--- config.mk ---
export PLATFORM = sky130hd
export DESIGN_NAME = fir_tdm_filter_flat
export DESIGN_NICKNAME = d
export VERILOG_FILES = /design/src/rtl/fir_tdm_filter_if.sv /design/src/rtl/fir_tdm_filter.sv /design/src/flat_wrapper.sv
export SDC_FILE = /design/constraint.sdc
export NUM_CORES = 2
export LEC_CHECK = 0
export CAP_MARGIN = 10
export CORE_MARGIN = 4
export CORE_UTILIZATION = 55
export CTS_CLUSTER_DIAMETER = 30
export DETAILED_ROUTE_END_ITERATION = 8
export HOLD_SLACK_MARGIN = 0.15
export PLACE_DENSITY = 0.81
export SLEW_MARGIN = 20
export SYNTH_ARGS = -nofsm -noshare
export SYNTH_HDL_FRONTEND = slang
export SYNTH_SLANG_ARGS = --single-unit
--- constraint.sdc ---
create_clock -name CLOCK_50 -period 19.3 [get_ports CLOCK_50]
set_input_delay 4.825 -clock CLOCK_50 [delete_from_list [all_inputs] [get_ports CLOCK_50]]
set_output_delay 4.825 -clock CLOCK_50 [all_outputs]
set_load 0.05 [all_outputs]
--- src/rtl/fir_tdm_filter_if.sv ---
// rtl/fir_tdm_filter_if.sv - sample, result and coefficient bus of the TDM FIR filter
//
// Purpose: bundles the frame input handshake, the result output handshake and the
// coefficient write port of fir_tdm_filter.
// Signals:
//   in_data   CHANNELS*WIDTH  one sample per channel, channel 0 in the LSBs
//   in_valid  1               frame offered by the producer
//   in_ready  1               filter can accept a frame
//   bypass    1               pass the frame through unfiltered (sampled on accept)
//   out_data  CHANNELS*WIDTH  filtered frame
//   out_valid 1               out_data valid, held until taken
//   out_ready 1               consumer takes the frame
//   coef_wr   1               coefficient write strobe
//   coef_addr log2(TAPS)      tap index, 0 = newest sample
//   coef_data COEF_WIDTH      coefficient, shared by all channels
// Modports: master drives frames/coefficients, slave is the filter.
interface fir_tdm_filter_if #(
    parameter int WIDTH      = 16,
    parameter int COEF_WIDTH = 16,
    parameter int TAPS       = 16,
    parameter int CHANNELS   = 2
);
    logic [CHANNELS*WIDTH-1:0] in_data;
    logic                      in_valid;
    logic                      in_ready;
    logic                      bypass;
    logic [CHANNELS*WIDTH-1:0] out_data;
    logic                      out_valid;
    logic                      out_ready;
    logic                      coef_wr;
    logic [$clog2(TAPS)-1:0]   coef_addr;
    logic [COEF_WIDTH-1:0]     coef_data;

    modport master (
        output in_data, in_valid, bypass, out_ready, coef_wr, coef_addr, coef_data,
        input  in_ready, out_data, out_valid
    );

    modport slave (
        input  in_data, in_valid, bypass, out_ready, coef_wr, coef_addr, coef_data,
        output in_ready, out_data, out_valid
    );
endinterface

--- src/rtl/fir_tdm_filter.sv ---
// rtl/fir_tdm_filter.sv - time-multiplexed multi-channel FIR filter with one shared MAC
//
// Purpose: filters a frame of CHANNELS samples with a TAPS-tap FIR whose coefficients
// are loaded at runtime. One multiply-accumulate per clock, channel-major/tap-minor,
// followed by round-half-up and saturation to WIDTH bits. Bypass returns the frame as-is.
// Ports:
//   CLOCK_50  in  clock, all logic on the rising edge
//   reset_n   in  synchronous active-low reset
//   bus       fir_tdm_filter_if.slave (frame in, result out, coefficient writes)
module fir_tdm_filter #(
    parameter int WIDTH      = 16,
    parameter int COEF_WIDTH = 16,
    parameter int TAPS       = 16,
    parameter int CHANNELS   = 2
) (
    input  logic             CLOCK_50,
    input  logic             reset_n,
    fir_tdm_filter_if.slave  bus
);
    localparam int AW    = $clog2(TAPS);
    localparam int CHW   = (CHANNELS > 1) ? $clog2(CHANNELS) : 1;
    localparam int PW    = WIDTH + COEF_WIDTH;
    localparam int ACC_W = PW + AW;

    localparam logic signed [ACC_W-1:0]      RND      = ACC_W'(1) << (COEF_WIDTH - 2);
    localparam logic signed [ACC_W-1:0]      SAT_MAX  = {{(ACC_W-WIDTH+1){1'b0}}, {(WIDTH-1){1'b1}}};
    localparam logic signed [ACC_W-1:0]      SAT_MIN  = {{(ACC_W-WIDTH+1){1'b1}}, {(WIDTH-1){1'b0}}};
    localparam logic        [COEF_WIDTH-1:0] COEF_ONE = {1'b0, {(COEF_WIDTH-1){1'b1}}};

    typedef enum logic [1:0] {S_IDLE, S_MAC, S_DONE} state_t;

    state_t                    r_state;
    logic                      r_in_ready;
    logic                      r_out_valid;
    logic [CHANNELS*WIDTH-1:0] r_out_data;
    logic signed [WIDTH-1:0]   r_dline [CHANNELS][TAPS];
    logic signed [COEF_WIDTH-1:0] r_coef [TAPS];
    logic signed [ACC_W-1:0]   r_acc;
    logic [AW-1:0]             r_tap;
    logic [CHW-1:0]            r_ch;
    logic                      r_flush;   // all taps done, last channel result pending
    logic                      r_bypass;  // bypass frame waiting to be copied to out_data

    logic signed [WIDTH-1:0]   w_x;
    logic signed [PW-1:0]      w_prod;
    logic signed [ACC_W-1:0]   w_addend;
    logic signed [ACC_W-1:0]   w_acc_next;
    logic signed [ACC_W-1:0]   w_rnd;
    logic signed [ACC_W-1:0]   w_shift;
    logic [WIDTH-1:0]          w_result;
    logic [CHW-1:0]            w_res_ch;
    logic                      w_store;
    logic                      w_last_tap;
    logic                      w_last_ch;

    assign w_x        = r_dline[r_ch][r_tap];
    assign w_prod     = PW'(w_x) * PW'(r_coef[r_tap]);
    assign w_addend   = ACC_W'(w_prod);
    // Tap 0 starts a fresh sum, so the accumulator clear between channels is free.
    assign w_acc_next = (r_tap == '0) ? w_addend : r_acc + w_addend;

    assign w_rnd      = r_acc + RND;
    assign w_shift    = w_rnd >>> (COEF_WIDTH - 1);
    assign w_result   = (w_shift > SAT_MAX) ? SAT_MAX[WIDTH-1:0] :
                        (w_shift < SAT_MIN) ? SAT_MIN[WIDTH-1:0] : w_shift[WIDTH-1:0];

    assign w_last_tap = (r_tap == AW'(TAPS - 1));
    assign w_last_ch  = (r_ch == CHW'(CHANNELS - 1));
    // A channel's sum is complete one edge after its last tap: either when the next
    // channel starts (tap 0 of ch>0) or in the final flush step.
    assign w_res_ch   = r_flush ? r_ch : r_ch - 1'b1;
    assign w_store    = r_flush || ((r_tap == '0) && (r_ch != '0));

    always_ff @(posedge CLOCK_50) begin
        if (!reset_n) begin
            r_state     <= S_IDLE;
            r_in_ready  <= 1'b1;
            r_out_valid <= 1'b0;
            r_out_data  <= '0;
            r_acc       <= '0;
            r_tap       <= '0;
            r_ch        <= '0;
            r_flush     <= 1'b0;
            r_bypass    <= 1'b0;
            for (int c = 0; c < CHANNELS; c++) begin
                for (int t = 0; t < TAPS; t++) begin
                    r_dline[c][t] <= '0;
                end
            end
            for (int t = 0; t < TAPS; t++) begin
                r_coef[t] <= (t == 0) ? COEF_ONE : '0;
            end
        end else begin
            case (r_state)
                S_IDLE: begin
                    if (bus.coef_wr) begin
                        r_coef[bus.coef_addr] <= bus.coef_data;
                    end
                    if (bus.in_valid) begin
                        for (int c = 0; c < CHANNELS; c++) begin
                            for (int t = TAPS - 1; t > 0; t--) begin
                                r_dline[c][t] <= r_dline[c][t-1];
                            end
                            r_dline[c][0] <= bus.in_data[c*WIDTH +: WIDTH];
                        end
                        r_in_ready <= 1'b0;
                        r_acc      <= '0;
                        r_tap      <= '0;
                        r_ch       <= '0;
                        r_flush    <= 1'b0;
                        if (bus.bypass) begin
                            r_bypass <= 1'b1;
                            r_state  <= S_DONE;
                        end else begin
                            r_state  <= S_MAC;
                        end
                    end
                end
                S_MAC: begin
                    if (w_store) begin
                        for (int c = 0; c < CHANNELS; c++) begin
                            if (w_res_ch == CHW'(c)) begin
                                r_out_data[c*WIDTH +: WIDTH] <= w_result;
                            end
                        end
                    end
                    if (r_flush) begin
                        r_out_valid <= 1'b1;
                        r_state     <= S_DONE;
                    end else begin
                        r_acc <= w_acc_next;
                        if (w_last_tap) begin
                            r_tap <= '0;
                            if (w_last_ch) begin
                                r_flush <= 1'b1;
                            end else begin
                                r_ch <= r_ch + 1'b1;
                            end
                        end else begin
                            r_tap <= r_tap + 1'b1;
                        end
                    end
                end
                S_DONE: begin
                    if (r_bypass) begin
                        // Tap 0 of every delay line is the frame just accepted.
                        for (int c = 0; c < CHANNELS; c++) begin
                            r_out_data[c*WIDTH +: WIDTH] <= r_dline[c][0];
                        end
                        r_out_valid <= 1'b1;
                        r_bypass    <= 1'b0;
                    end else if (r_out_valid && bus.out_ready) begin
                        r_out_valid <= 1'b0;
                        r_in_ready  <= 1'b1;
                        r_state     <= S_IDLE;
                    end
                end
                default: r_state <= S_IDLE;
            endcase
        end
    end

    assign bus.in_ready  = r_in_ready;
    assign bus.out_valid = r_out_valid;
    assign bus.out_data  = r_out_data;
endmodule

--- src/flat_wrapper.sv ---
// flat-port wrapper written by rule: the top's interface ports become plain ports
module fir_tdm_filter_flat 
#(
    parameter int WIDTH      = 16,
    parameter int COEF_WIDTH = 16,
    parameter int TAPS       = 16,
    parameter int CHANNELS   = 2
)
  (CLOCK_50, reset_n, bus_in_data, bus_in_valid, bus_bypass, bus_out_ready, bus_coef_wr, bus_coef_addr, bus_coef_data, bus_in_ready, bus_out_data, bus_out_valid);
  fir_tdm_filter_if #(.WIDTH(WIDTH), .COEF_WIDTH(COEF_WIDTH), .TAPS(TAPS), .CHANNELS(CHANNELS)) bus_i ();
  input  logic CLOCK_50;
  input  logic reset_n;
  input wire logic [$bits(bus_i.in_data)-1:0] bus_in_data;
  input wire logic [$bits(bus_i.in_valid)-1:0] bus_in_valid;
  input wire logic [$bits(bus_i.bypass)-1:0] bus_bypass;
  input wire logic [$bits(bus_i.out_ready)-1:0] bus_out_ready;
  input wire logic [$bits(bus_i.coef_wr)-1:0] bus_coef_wr;
  input wire logic [$bits(bus_i.coef_addr)-1:0] bus_coef_addr;
  input wire logic [$bits(bus_i.coef_data)-1:0] bus_coef_data;
  output wire logic [$bits(bus_i.in_ready)-1:0] bus_in_ready;
  output wire logic [$bits(bus_i.out_data)-1:0] bus_out_data;
  output wire logic [$bits(bus_i.out_valid)-1:0] bus_out_valid;
  assign bus_i.in_data = bus_in_data;
  assign bus_i.in_valid = bus_in_valid;
  assign bus_i.bypass = bus_bypass;
  assign bus_i.out_ready = bus_out_ready;
  assign bus_i.coef_wr = bus_coef_wr;
  assign bus_i.coef_addr = bus_coef_addr;
  assign bus_i.coef_data = bus_coef_data;
  assign bus_in_ready = bus_i.in_ready;
  assign bus_out_data = bus_i.out_data;
  assign bus_out_valid = bus_i.out_valid;
  fir_tdm_filter #(.WIDTH(WIDTH), .COEF_WIDTH(COEF_WIDTH), .TAPS(TAPS), .CHANNELS(CHANNELS)) u_core (.CLOCK_50(CLOCK_50), .reset_n(reset_n), .bus(bus_i));
endmodule
Word level (Yosys, flattened, before mapping)
Memory sizes are Yosys's and may differ from the RTL's. A register that Yosys moved wholly into a read port is not among the register bits.
Index checks and enable logic that the tools add are counted.
{"block": "totals", "ff_bits": 79, "mem_bits_rw": 768, "elab_cells": 179, "mem_count": 2}
{"memory": "u_core.r_dline", "words": 2, "width": 256, "read_ports": 3, "rd_clocked_by_memory_dff": 1, "write_ports": 2, "line": "fir_tdm_filter.sv:36", "text": "logic signed [WIDTH-1:0] r_dline [CHANNELS][TAPS];"}
{"memory": "u_core.r_coef", "words": 16, "width": 16, "read_ports": 1, "rd_clocked_by_memory_dff": 1, "write_ports": 16, "line": "fir_tdm_filter.sv:37", "text": "logic signed [COEF_WIDTH-1:0] r_coef [TAPS];"}
{"block": "classes", "n_addsub": 5, "mul": 1, "magnitude_cmp": 3, "n_eq_ne": 15, "mux": 92, "bitwise_logic": 33, "reduce_logical": 18}
{"cell": "16-bit 2-to-1 mux", "n": 39}
{"cell": "36-bit 2-to-1 mux", "n": 3}
{"cell": "36-bit case mux with 2 select lines", "n": 1}
{"cell": "16-bit binary-select mux with 4-bit select", "n": 1}
{"cell": "32-bit 2-to-1 mux", "n": 2}
{"cell": "32-bit case mux with 2 select lines", "n": 1}
{"cell": "36-bit by 16-bit adder with 36-bit output, second input constant", "n": 1}
{"cell": "36-bit by 32-bit adder with 36-bit output", "n": 1}
{"cell": "16-bit by 16-bit multiplier with 32-bit output", "n": 1}
{"cell": "1-bit OR", "n": 32}
{"cell": "1-bit 2-to-1 mux", "n": 27}
{"cell": "4-bit 2-to-1 mux", "n": 6}
{"cell": "21-bit by 16-bit > comparator with 1-bit output, second input constant", "n": 1}
{"cell": "21-bit by 16-bit less-than comparator with 1-bit output, second input constant", "n": 1}
{"cell": "4-bit AND reduction", "n": 5}
{"cell": "16-bit OR reduction", "n": 1}
{"cell": "2-bit by 1-bit != test with 1-bit output, second input constant", "n": 6}
{"cell": "2-bit 2-to-1 mux", "n": 5}
{"cell": "2-bit != test, second input constant", "n": 5}
{"cell": "1-bit case mux with 2 select lines", "n": 5}
{"cell": "3-bit AND reduction", "n": 3}
{"cell": "4-bit case mux with 2 select lines", "n": 1}
{"cell": "2-bit case mux with 3 select lines", "n": 1}
{"cell": "2-bit nonzero test", "n": 3}
{"cell": "other kinds (14)", "n": 15}

Depth between registers and ports, before layout
{"block": "logic_depth", "ltp_word": 9, "mapped_depth": 42, "ltp_nobuf": 38}

Least setup slack after synthesis
No wires, ideal clock.
{"block": "synth_path", "kind": "input -> register", "from": "input port reset_n", "to": "memory u_core.r_dline[0][0] (netlist name), enable pin", "setup_time_ns": 3.535, "arrival_time_ns": 13.606, "required_time_ns": 15.765, "path_slack_ns": 2.159, "cell_stages": 4, "cell_sequence": "clkbuf_1 clkbuf_1 clkbuf_1 nand2_1"}
{"item": "start, declared", "line": "flat_wrapper.sv:12", "text": "input logic reset_n;"}
{"item": "end, declared", "line": "fir_tdm_filter.sv:36"}

Final worst setup path
{"block": "layout_path", "from": "register u_core.r_tap[0]", "to": "register u_core.r_acc[35]"}
{"block": "layout_between", "elab_chain_cells": 9, "word_cells_on_any_way": 10, "classes_between": "1 x add/sub; 1 x mul; 6 x mux; 1 x bitwise; 1 x reduce/logical"}
{"item": "start, declared", "line": "fir_tdm_filter.sv:39", "text": "logic [AW-1:0] r_tap;"}
{"item": "start signal, assigned", "line": "fir_tdm_filter.sv:140", "text": "r_tap <= r_tap + 1'b1;"}
{"item": "4-bit inverter with 5-bit output (not written as such)", "line": "fir_tdm_filter.sv:56", "text": "assign w_x = r_dline[r_ch][r_tap];"}
{"item": "16-bit binary-select mux with 4-bit select", "line": "fir_tdm_filter.sv:56"}
{"item": "16-bit 2-to-1 mux (not written as such) (2 in a row)", "line": "fir_tdm_filter.sv:56"}
{"item": "16-bit by 16-bit multiplier with 32-bit output", "line": "fir_tdm_filter.sv:57", "text": "assign w_prod = PW'(w_x) * PW'(r_coef[r_tap]);"}
{"item": "36-bit by 32-bit adder with 36-bit output", "line": "fir_tdm_filter.sv:60", "text": "assign w_acc_next = (r_tap == '0) ? w_addend : r_acc + w_addend;"}
{"item": "36-bit 2-to-1 mux *", "line": "fir_tdm_filter.sv:60"}
{"item": "36-bit 2-to-1 mux *", "line": "fir_tdm_filter.sv:127", "text": "if (r_flush) begin"}
{"item": "36-bit case mux with 2 select lines *", "line": "fir_tdm_filter.sv:94", "text": "case (r_state)"}
{"item": "end signal, assigned", "line": "fir_tdm_filter.sv:131", "text": "r_acc <= w_acc_next;"}
{"item": "end, declared", "line": "fir_tdm_filter.sv:38", "text": "logic signed [ACC_W-1:0] r_acc;"}
Every way passes the cells marked *; elsewhere a longest branch is shown, timed or not. The select of a mux whose other input is x is not followed.
A chain may end at the register's enable or synchronous reset.

==> impl_metrics.csv <==
group,metric,value,unit
run_status,outcome,"complete, no violations",
timing,report.final.slew_viol_count,0,
timing,fin_crit_sh,61.5,%
synthesis,synth_seq_cells,852,
worst_setup_path,critPathMostFrequentCell,"fa_1",
cts,clock_path_buffers,3,
placed_design,post-dp-hpwl,76000,um
synthesis,syn_area,49900,um2
worst_setup_path,cp_num_buf_inv,4,
global_routing,grt-ovfl-total,0,
timing,hold_viol,0,
cts,cts_tree,"done",
worst_setup_path,crit_family,"adder cells",
timing,post-route-min-period,11860,ps
synthesis,synth_top_family_by_area,"simple AND/OR/NAND/NOR gates",
placed_design,port_buffers,91,
global_routing,grt-busiest-layer,"met2",
synthesis,syn_nets,4325,
cts,cts.reportedPaths.clkPinSlew,50,ps
floorplanning,core,90000,um2
global_routing,grt_max_degree,195,
floorplanning,die_w,309,um
timing,fmaxAchievable,0.0843,GHz
floorplanning,die_area,95700,um2
cts,cts_setup_buffers,0,
worst_setup_path,cp_slowest_cell,"buf_4",
drt,wl,121000,um
flow_run,cap_viol_max_count,0,
cts,cts_hold_buffers,0,
floorplanning,die_h,309,um
hold_path,hold_path.class,"flip-flop to flip-flop",
finish,area_growth,15.2,%
worst_setup_path,required,19940,ps
timing,skew,35.5,ps
synthesis,syn_inst,3881,
synthesis,synthAdderAreaFrac,13.6,%
cts,cts_buffers,155,
worst_setup_path,r2r-start,"u_core.r_tap[0]",
finish,fin_cells,5274,
synthesis,yosys.area_share.simple,15.3,%
finish,final_common_cell,"and2_1",
cts,cts_sinks,852,
hold_path,min_from,"u_core.r_dline[1][5]",
synthesis,synth-compound-area-share,4.94,%
synthesis,ys.flop_type,"edfxtp_1",
drt,vias,31600,
synthesis,async_reset_ff_share,0,%
drt,wl_per_cell,23.0,um
synthesis,synth.area.mux_share,11.3,%
synthesis,syn_avg_cell_area,12.9,um2
placed_design,dp.cells,4983,
synthesis,yosysSeqAreaShare,49.2,%
timing,fin_tns_setup,0,ps
synthesis,synth_edf_count,752,
global_routing,grt_use_total,25.9,%
finish,final_cell_mix,"and2_1 (757), edfxtp_1 (752), inv_1 (324)",
global_routing,grt_pass1_vias,32900,
drt,drt_iter0_drc,3741,
worst_setup_path,slowest_delay,930,ps
drt,drc,0,
floorplanning,initial_core_util,55.5,%
timing,worst_pin_slew,1100,ps
drt,via_per_inst,5.99,
cts,clk_latency,770,ps
worst_setup_path,critical_path_class,"flip-flop to flip-flop",
floorplanning,rows,110,
worst_setup_path,crit_start,"u_core.r_tap[0]",
cts,postCtsResizedCells,0,
cts,cts.htree.levels,4,
global_routing,grt_use_met2,41.8,%
synthesis,yosysWarningCount,0,
cts,clockRootBuffer,"clkbuf_16",
timing,maxSlewHeadroom,26.2,%
global_routing,grt_antenna_before_repair,8,
synthesis,synth.area.top_cells,"edfxtp_1 (45%), fa_1 (11%), mux4_2 (11%)",
placed_design,gp_congestion,0.902,
timing,rsz0062_at_grt,"no",
synthesis,yosysUniqueCellTypes,73,
global_routing,grt_use_met3,5.19,%
synthesis,yosys.area.top_type,"edfxtp_1",
worst_setup_path,cp_max_fo,62,
synthesis,synth.top_cell.area_share,45.2,%
worst_setup_path,worst_setup_path_end_kind,"flip-flop",
timing,setup_viol,0,
finish,drive_gt1_share,15.3,%
worst_setup_path,cp.arrival,12500,ps
floorplanning,io-pin-count,92,
global_routing,grt_pass1_wl,190000,um
synthesis,synth_xor_area_share,1.42,%
worst_setup_path,startpoint_type,"flip-flop",
drt,firstDrtPassIters,6,
finish,nets,4408,
drt,ant_nets,0,
global_routing,gr-usage-met1,35.7,%
## flip-flops by register name, summed over array words and instances, names as in the netlist, named ones only
name / flops
u_core.bus.in_ready: 1
u_core.bus.out_data: 32
u_core.bus.out_valid: 1
u_core.r_acc: 36
u_core.r_bypass: 1
u_core.r_ch: 1
u_core.r_coef: 256
u_core.r_dline: 512
u_core.r_flush: 1
u_core.r_state: 2
u_core.r_tap: 4
## area by class of cell
cell class	instances	area [um2]
Clock inverter	102	1370
Clock buffer	188	4200
Multi-Input combinational cell	2481	23300
Inverter	324	1220
Timing Repair Buffer	150	1380
Sequential cell	852	24600
Fill cell	6198	32500
Tap cell	1176	1470
Antenna cell	1	2.50
## logic make-up (layout without fill, tap and decap cells)
kind of cell | Yosys count | count (layout)
other | 0 | 1
muxes | 269 | 269
xor gates and xnor gates | 81 | 81
adders and majority gates | 386 | 386
DFF | 852 | 852
AOI/OAI and AO/OA | 396 | 396
buffers and inverters | 548 | 764
and+or+nand+nor | 1349 | 1349
## synth_stat cells (30+ instances only)
cell type,count
xor2_1,30
ha_1,123
nor2b_1,98
dfxtp_1,100
o21ai_0,109
nand2b_1,64
mux4_2,233
a21oi_1,124
clkbuf_1,170
and2_1,757
edfxtp_1,752
nor2_1,118
inv_1,324
fa_1,263
xnor2_1,51
nand2_1,198
nand3_1,30
a21o_1,33
## per-layer routing
layer	part of all wire, %	vias up
li1	-	13700
met1	40	16000
met2	48	1651
met3	8.8	267
met4	3.0	6
met5	0.044	-
## final timing paths
kind | cells past startpoint | slack [ps] | endpoint
max | 30 | 7440 | u_core.r_acc[35]
max reg2reg | 30 | 7440 | u_core.r_acc[35]
min reg2reg | 2 | 470 | u_core.r_dline[1][5]
min | 2 | 470 | u_core.r_dline[1][5]
## worst min-delay path, cell delays in order (launching register included)
cell and delay, ps:
dfxtp_1 310, nand2_1 50, a21boi_0 60
## metrics by stage
step,util (%),hold slack [ps],cell area [um2],worst slack (ps)
floorplan,-,440,49900,2160
global placement,57.7,448,52000,7760
detailed placement,57.7,460,52000,7560
CTS,63.9,471,57500,7510
global route,63.9,488,57500,6840
finish,63.9,470,57500,7440
Power is left out: the tool's default activity adds up to more than one toggle a clock period on the data nets, which glitch-free logic cannot reach.
